==> config.mk <==
export PLATFORM = sky130hd
export DESIGN_NAME = seg7_pattern_rx
export DESIGN_NICKNAME = d
export VERILOG_FILES = /design/src/rtl/seg7_pattern_rx.sv
export SDC_FILE = /design/constraint.sdc
export NUM_CORES = 1
export LEC_CHECK = 0
export ABC_AREA = 1
export CELL_PAD_IN_SITES_DETAIL_PLACEMENT = 0
export CELL_PAD_IN_SITES_GLOBAL_PLACEMENT = 1
export CORE_MARGIN = 2
export CORE_UTILIZATION = 43
export DETAILED_ROUTE_END_ITERATION = 8
export PLACE_DENSITY = 0.78
export SLEW_MARGIN = 20
export SYNTH_ARGS = -nofsm -noshare
export SYNTH_HDL_FRONTEND = slang
export SYNTH_SLANG_ARGS = --single-unit
==> constraint.sdc <==
create_clock -name clk -period 2.3 [get_ports clk]
set_input_delay 0.46 -clock clk [delete_from_list [all_inputs] [get_ports clk]]
set_output_delay 0.46 -clock clk [all_outputs]
set_load 0.03 [all_outputs]
==> src/rtl/seg7_pattern_rx.sv <==
// Receive-side 7-segment decoder: synchronise, debounce and decode a segment bus to BCD.
// Optional sequence checking of the 0..9..0 count is enabled by defining SEGRX_SEQ_CHECK_EN.
module seg7_pattern_rx #(
  parameter int unsigned STABLE_CYCLES = 16,
  parameter bit          ACTIVE_LOW    = 1'b1
) (
  input  logic        clk,
  input  logic        rst_n,
  input  logic [6:0]  seg_in,
  output logic [3:0]  digit,
  output logic        digit_valid,
  output logic        new_digit,
  output logic        pat_err,
  output logic        seq_err,
  output logic [15:0] accept_cnt
);

  // state    | meaning
  // S_EMPTY  | no pattern accepted since reset
  // S_FILTER | r_cand under test, r_stab_cnt counts matching cycles
  // S_LOCKED | r_cand accepted, waiting for the next change
  typedef enum logic [1:0] {S_EMPTY, S_FILTER, S_LOCKED} state_t;

  localparam logic [6:0]  BLANK    = 7'h7F;
  localparam logic [15:0] LAST_CNT = 16'(STABLE_CYCLES - 1);

  state_t      r_state, w_state_nxt;
  logic [6:0]  w_norm, r_sync1, r_sync2, r_cand;
  logic [15:0] r_stab_cnt;
  logic        w_change, w_accept, w_new;
  logic        w_dec_legal, w_dec_blank;
  logic [3:0]  w_dec_digit;

  // Patterns are kept in active-low notation (0 = segment lit) from here on.
  assign w_norm = ACTIVE_LOW ? seg_in : ~seg_in;

  always_ff @(posedge clk or negedge rst_n) begin
    if (!rst_n) begin
      r_sync1 <= BLANK;
      r_sync2 <= BLANK;
    end else begin
      r_sync1 <= w_norm;
      r_sync2 <= r_sync1;
    end
  end

  always_ff @(posedge clk or negedge rst_n) begin
    if (!rst_n) r_state <= S_EMPTY;
    else        r_state <= w_state_nxt;
  end

  always_comb begin
    w_state_nxt = r_state;
    if (w_change)
      w_state_nxt = S_FILTER;
    else if (r_state == S_FILTER && r_stab_cnt == LAST_CNT)
      w_state_nxt = S_LOCKED;
  end

  always_comb begin
    w_change = (r_sync2 != r_cand);
    w_accept = (r_state == S_FILTER) && !w_change && (r_stab_cnt == LAST_CNT);
  end

  always_comb begin
    w_dec_legal = 1'b1;
    w_dec_blank = 1'b0;
    w_dec_digit = 4'd0;
    case (r_cand)
      7'b1000000: w_dec_digit = 4'd0;
      7'b1111001: w_dec_digit = 4'd1;
      7'b0100100: w_dec_digit = 4'd2;
      7'b0110000: w_dec_digit = 4'd3;
      7'b0011001: w_dec_digit = 4'd4;
      7'b0010010: w_dec_digit = 4'd5;
      7'b0000010: w_dec_digit = 4'd6;
      7'b1011000,
      7'b1111000: w_dec_digit = 4'd7;
      7'b0000000: w_dec_digit = 4'd8;
      7'b0010000: w_dec_digit = 4'd9;
      BLANK: begin
        w_dec_legal = 1'b0;
        w_dec_blank = 1'b1;
      end
      default:    w_dec_legal = 1'b0;
    endcase
  end

  // A digit only counts as new if it differs from the digit currently shown.
  assign w_new = w_accept && w_dec_legal && !(digit_valid && (w_dec_digit == digit));

  always_ff @(posedge clk or negedge rst_n) begin
    if (!rst_n) begin
      r_cand     <= BLANK;
      r_stab_cnt <= '0;
    end else if (w_change) begin
      r_cand     <= r_sync2;
      r_stab_cnt <= '0;
    end else if (r_state == S_FILTER && !w_accept) begin
      r_stab_cnt <= r_stab_cnt + 16'd1;
    end
  end

  always_ff @(posedge clk or negedge rst_n) begin
    if (!rst_n) begin
      digit       <= 4'd0;
      digit_valid <= 1'b0;
      new_digit   <= 1'b0;
      pat_err     <= 1'b0;
      accept_cnt  <= '0;
    end else begin
      new_digit <= w_new;
      pat_err   <= w_accept && !w_dec_legal && !w_dec_blank;
      if (w_new) accept_cnt <= accept_cnt + 16'd1;
      if (w_accept) begin
        if (w_dec_legal) begin
          digit       <= w_dec_digit;
          digit_valid <= 1'b1;
        end else begin
          digit_valid <= 1'b0;
        end
      end
    end
  end

`ifdef SEGRX_SEQ_CHECK_EN
  logic [3:0] w_succ;
  logic       w_seq;

  // digit_valid still describes the previous accept at this point.
  assign w_succ = (digit == 4'd9) ? 4'd0 : digit + 4'd1;
  assign w_seq  = w_new && digit_valid && (w_dec_digit != w_succ);

  always_ff @(posedge clk or negedge rst_n) begin
    if (!rst_n) seq_err <= 1'b0;
    else        seq_err <= w_seq;
  end
`else
  assign seq_err = 1'b0;
`endif

endmodule

==> summary.txt <==
Worst setup path
  – Max FO, Critical Path: 17
  – Slack of the worst reg-to-reg path: 0.25 ns
  – Worst endpoint data arrival time: around 2.3 ns
  – Worst R2R Path Depth: 11
  – Crit path kind: reg -> reg
  – Critical Path, Cell by Cell: inv_2, nor2_2, inv_1, nor2_1, nor2_1, nand3_1, xnor2_1, nand2_4, nand2_4, nand2_1, nand2_1
  – Worst setup path startpoint: r_cand[6]
  – Capturing element of the worst setup path: accept_cnt[3]
  – Reg-to-reg critical path endpoint: accept_cnt[3]
  – CP Capture Type: flop
  – Kind of start point of the critical path: flop
  – Startpoint of the worst-slack reg-to-reg timing path: r_cand[6]
  – Data required, critical path: ~2.6 ns
  – Cell with the biggest individual delay on the critical path: dfstp_2
  – Delay contributed by the slowest stage of the critical path: between 0.6 and 0.7 ns

Synthesis
  – Count of unique library cells instantiated by Yosys: 34
  – Post-Synthesis Net Count: between 400 and 500
  – Area of the mapped netlist: between 3000 and 4000 um^2
  – Count of yosys warnings during synthesis: 0
  – Mean cell area of the mapped netlist: between 8 and 9 um^2
  – Number of flip-flops and latches in the synthesized netlist: 62
  – Area share of the largest cell type after synthesis: between 30% and 40%
  – Cell types occupying the most area after synthesis: dfrtp_1 31%, dfstp_2 17%, nand2_1 9.9%
  – Most area-hungry cell type in the Yosys netlist: dfrtp_1
  – Share of synthesized area occupied by flip-flops and latches: 47.7%
  – Synthesized instance count: 405

CTS
  – Root buffer cell: clkbuf_8
  – Clock tree from TritonCTS: done
  – Maximum count of clock buffers along a single path: 2
  – Number of H-tree levels: 3
  – Post-CTS sizing: 0
  – Total clock sinks: 62
  – Clock input transition at the sequential cells of the worst setup and hold paths: around 0.080 ns
  – TritonCTS buffer count: 9
  – Number of buffers inserted for hold repair after clock tree synthesis: 0
  – Setup fix buffers added after clock tree synthesis: 0
  – Worst-Skew Late Latency: between 0.3 and 0.4 ns

GRT
  – Pin count of the biggest net entering global routing: 63
  – Overall track demand over capacity in global routing: about 17%
  – Total congestion overflow after global routing: 0
  – Number of antenna violations at the first check in global routing: 0
  – Number of global-route vias before repair: 2555
  – First-pass GRT wire length: between 10000 and 15000 um

Floorplan
  – Height of the die: slightly above 90 um
  – Area of the core: between 7000 and 8000 um^2
  – Initial core utilization: 44.9%
  – Count of boundary I/O pins: 33
  – Die X-Extent: between 90 and 100 um
  – Die ar.: roughly 8400 um^2
  – Placement Rows: 31

Timing
  – Achievable clock frequency: 488 MHz
  – Period utilisation layout: between 80% and 90%
  – Final Hold Fails: 0
  – Total setup violations reported at the end of the flow: 0
  – Clock period minus final worst setup slack: between 2 and 2.5 ns
  – Number of max-slew violations in the final report: 0
  – Worst clock skew: 0.00911 ns
  – RSZ-0062 raised after global routing: false
  – Post-Route Setup TNS: 0 ns

Pwr
  – Leakage power of the design: between 1.5 and 2 nW
  – Worst IR drop on VDD: approximately 0.34 mV
  – Power Dens Cells: between 500 and 600 nW/um^2

Routing
  – Wire per inst: roughly 12 um
  – Number of detailed-routing iterations run before antenna repair: 4
  – Via count of the routed design: between 2000 and 3000
  – Vias per std cell: about 4.8
  – Residual antenna-violating net count after detailed routing: 0
  – Final routed DRC violation total: 0
  – First-iteration detailed-routing DRC count: between 100 and 150
  – Post-detailed-routing wire length: between 6000 and 7000 um

Cells and area
  – Storage cell area: between 1500 and 2000 um^2
  – Post-synthesis to final-layout area growth: 17.9%
  – Layout cell share with drive strength beyond 1: about 17%
  – Net total in the final layout: between 400 and 500
  – N_diodes: 0
  – Area occupied by multi-input gates: 1470 um^2
  – Final non-filler cell total: 543
  – Number of filler instances in the final layout: approximately 710

Placement
  – HPWL after DPL: 4730 um
  – Cell total after placement: between 500 and 600
  – Number of input and output port buffers inserted: 31
  – Final weighted congestion in routability-driven placement: 0.858

Worst hold path
  – Worst hold path class: in -> async

Outcome
  – Status: finished clean

Job
  – Max-Cap Viols: 0
logic make-up (layout without fill, tap and decap cells):
| family | Yosys count | count (layout) | share of synthesized area (%) |
|---|---|---|---|
| and+or+nand+nor | 228 | 228 | 33.1 |
| DFF | 62 | 62 | 47.7 |
| buffers and inverters | 62 | 101 | 7.94 |
| AOI/OAI and AO/OA | 31 | 31 | 5.41 |
| xor gates and xnor gates | 19 | 19 | 5.03 |
| adders and majority gates | 2 | 2 | 0.756 |
| other | 1 | 1 | 0.113 |
critical path: cells and delay by family, from the launching register on:
family | cells | cell delay, ns
simple gates | 8 | 1.01
xor+xnor | 1 | 0.21
flops | 1 | 0.61
buf+inv | 2 | 0.17
cells in the final DEF, fill, tap and decap left out, types with 3 or more instances in the layout:
master           netlist  final
nor2_2                 5      5
nand2_2               14     14
nor3_1                11     11
a21oi_1               12     12
xnor2_1                7      7
dfrtp_1               41     41
buf_4                  3      4
nor2_1                43     43
inv_1                 45     45
o21ai_0               14     14
nand3_1               38     38
clkbuf_8               0     10
xor2_1                12     12
inv_2                  4      4
nor3_2                 3      3
nor4_1                 3      3
nand2_1               87     87
clkdlybuf4s50_1        0     30
dfstp_2               21     21
nand4_1               14     14
worst min path at each step:
stage                           from             to  slack (ns)  cells after the start
after global placement    r_sync1[0]     r_sync2[0]        0.35                      0
final                          rst_n       digit[0]        0.10                      2
after floorplan                rst_n  accept_cnt[0]        0.16                      0
after CTS                      rst_n      new_digit        0.12                      2
after detailed placement  r_sync1[1]     r_sync2[1]        0.35                      0
after global routing           rst_n      new_digit        0.15                      2
routing by layer:
layer | up-vias | part of all wire, % | GRT usage (%)
met1 | 1201 | 49 | 23.8
met5 | - | 0 | 0
met4 | 0 | 2.5 | 9.33
met2 | 49 | 45 | 26.7
li1 | 1361 | - | -
met3 | 14 | 3.4 | 2.63
stage by stage:
step	area, um^2	hold slack, ns	worst slack [ns]	util (%)	power [mW]
after detailed placement	3710	0.347	0.228	50.3	1.25
after CTS	3900	0.120	0.220	53.0	2.20
final	3900	0.103	0.250	53.0	2.16
after global routing	3900	0.152	0.0460	53.0	2.26
after floorplan	3310	0.164	0.489	-	1.21
after global placement	3710	0.345	0.233	50.3	1.25
cell usage after synthesis (all sizes together):
cell    count
a211oi      1
a21oi      13
a31oi       1
buf         6
clkbuf      7
conb        1
dfrtp      41
dfstp      21
ha          2
inv        49
nand2     103
nand3      40
nand3b      3
nand4      14
nor2       50
nor3       14
nor4        3
o21ai      15
o22ai       1
or3         1
xnor2       7
xor2       12
registers in the layout, indices dropped and copies added, names as in the netlist:
name         flops
accept_cnt      16
digit            4
digit_valid      1
new_digit        1
pat_err          1
r_cand           7
r_stab_cnt      16
r_state          2
r_sync1          7
r_sync2          7
final cells by class:
type / instances / share of cell area, %
clock inverters: 4 / 0.673
flip-flops and latches: 62 / 40.4
inverters: 49 / 4.71
clock buffers: 12 / 4.26
well taps: 99 / 3.17
multi-input cells: 281 / 37.6
repair buffers: 36 / 9.11
power by group:
group / switching, mW / internal, mW / total [mW]
combinational: 0.0566 / 0.0314 / 0.0879
clock: 0.439 / 0.488 / 0.927
sequential: 0.0163 / 1.12 / 1.14
Note: power is estimated with default switching activity, not from simulation.
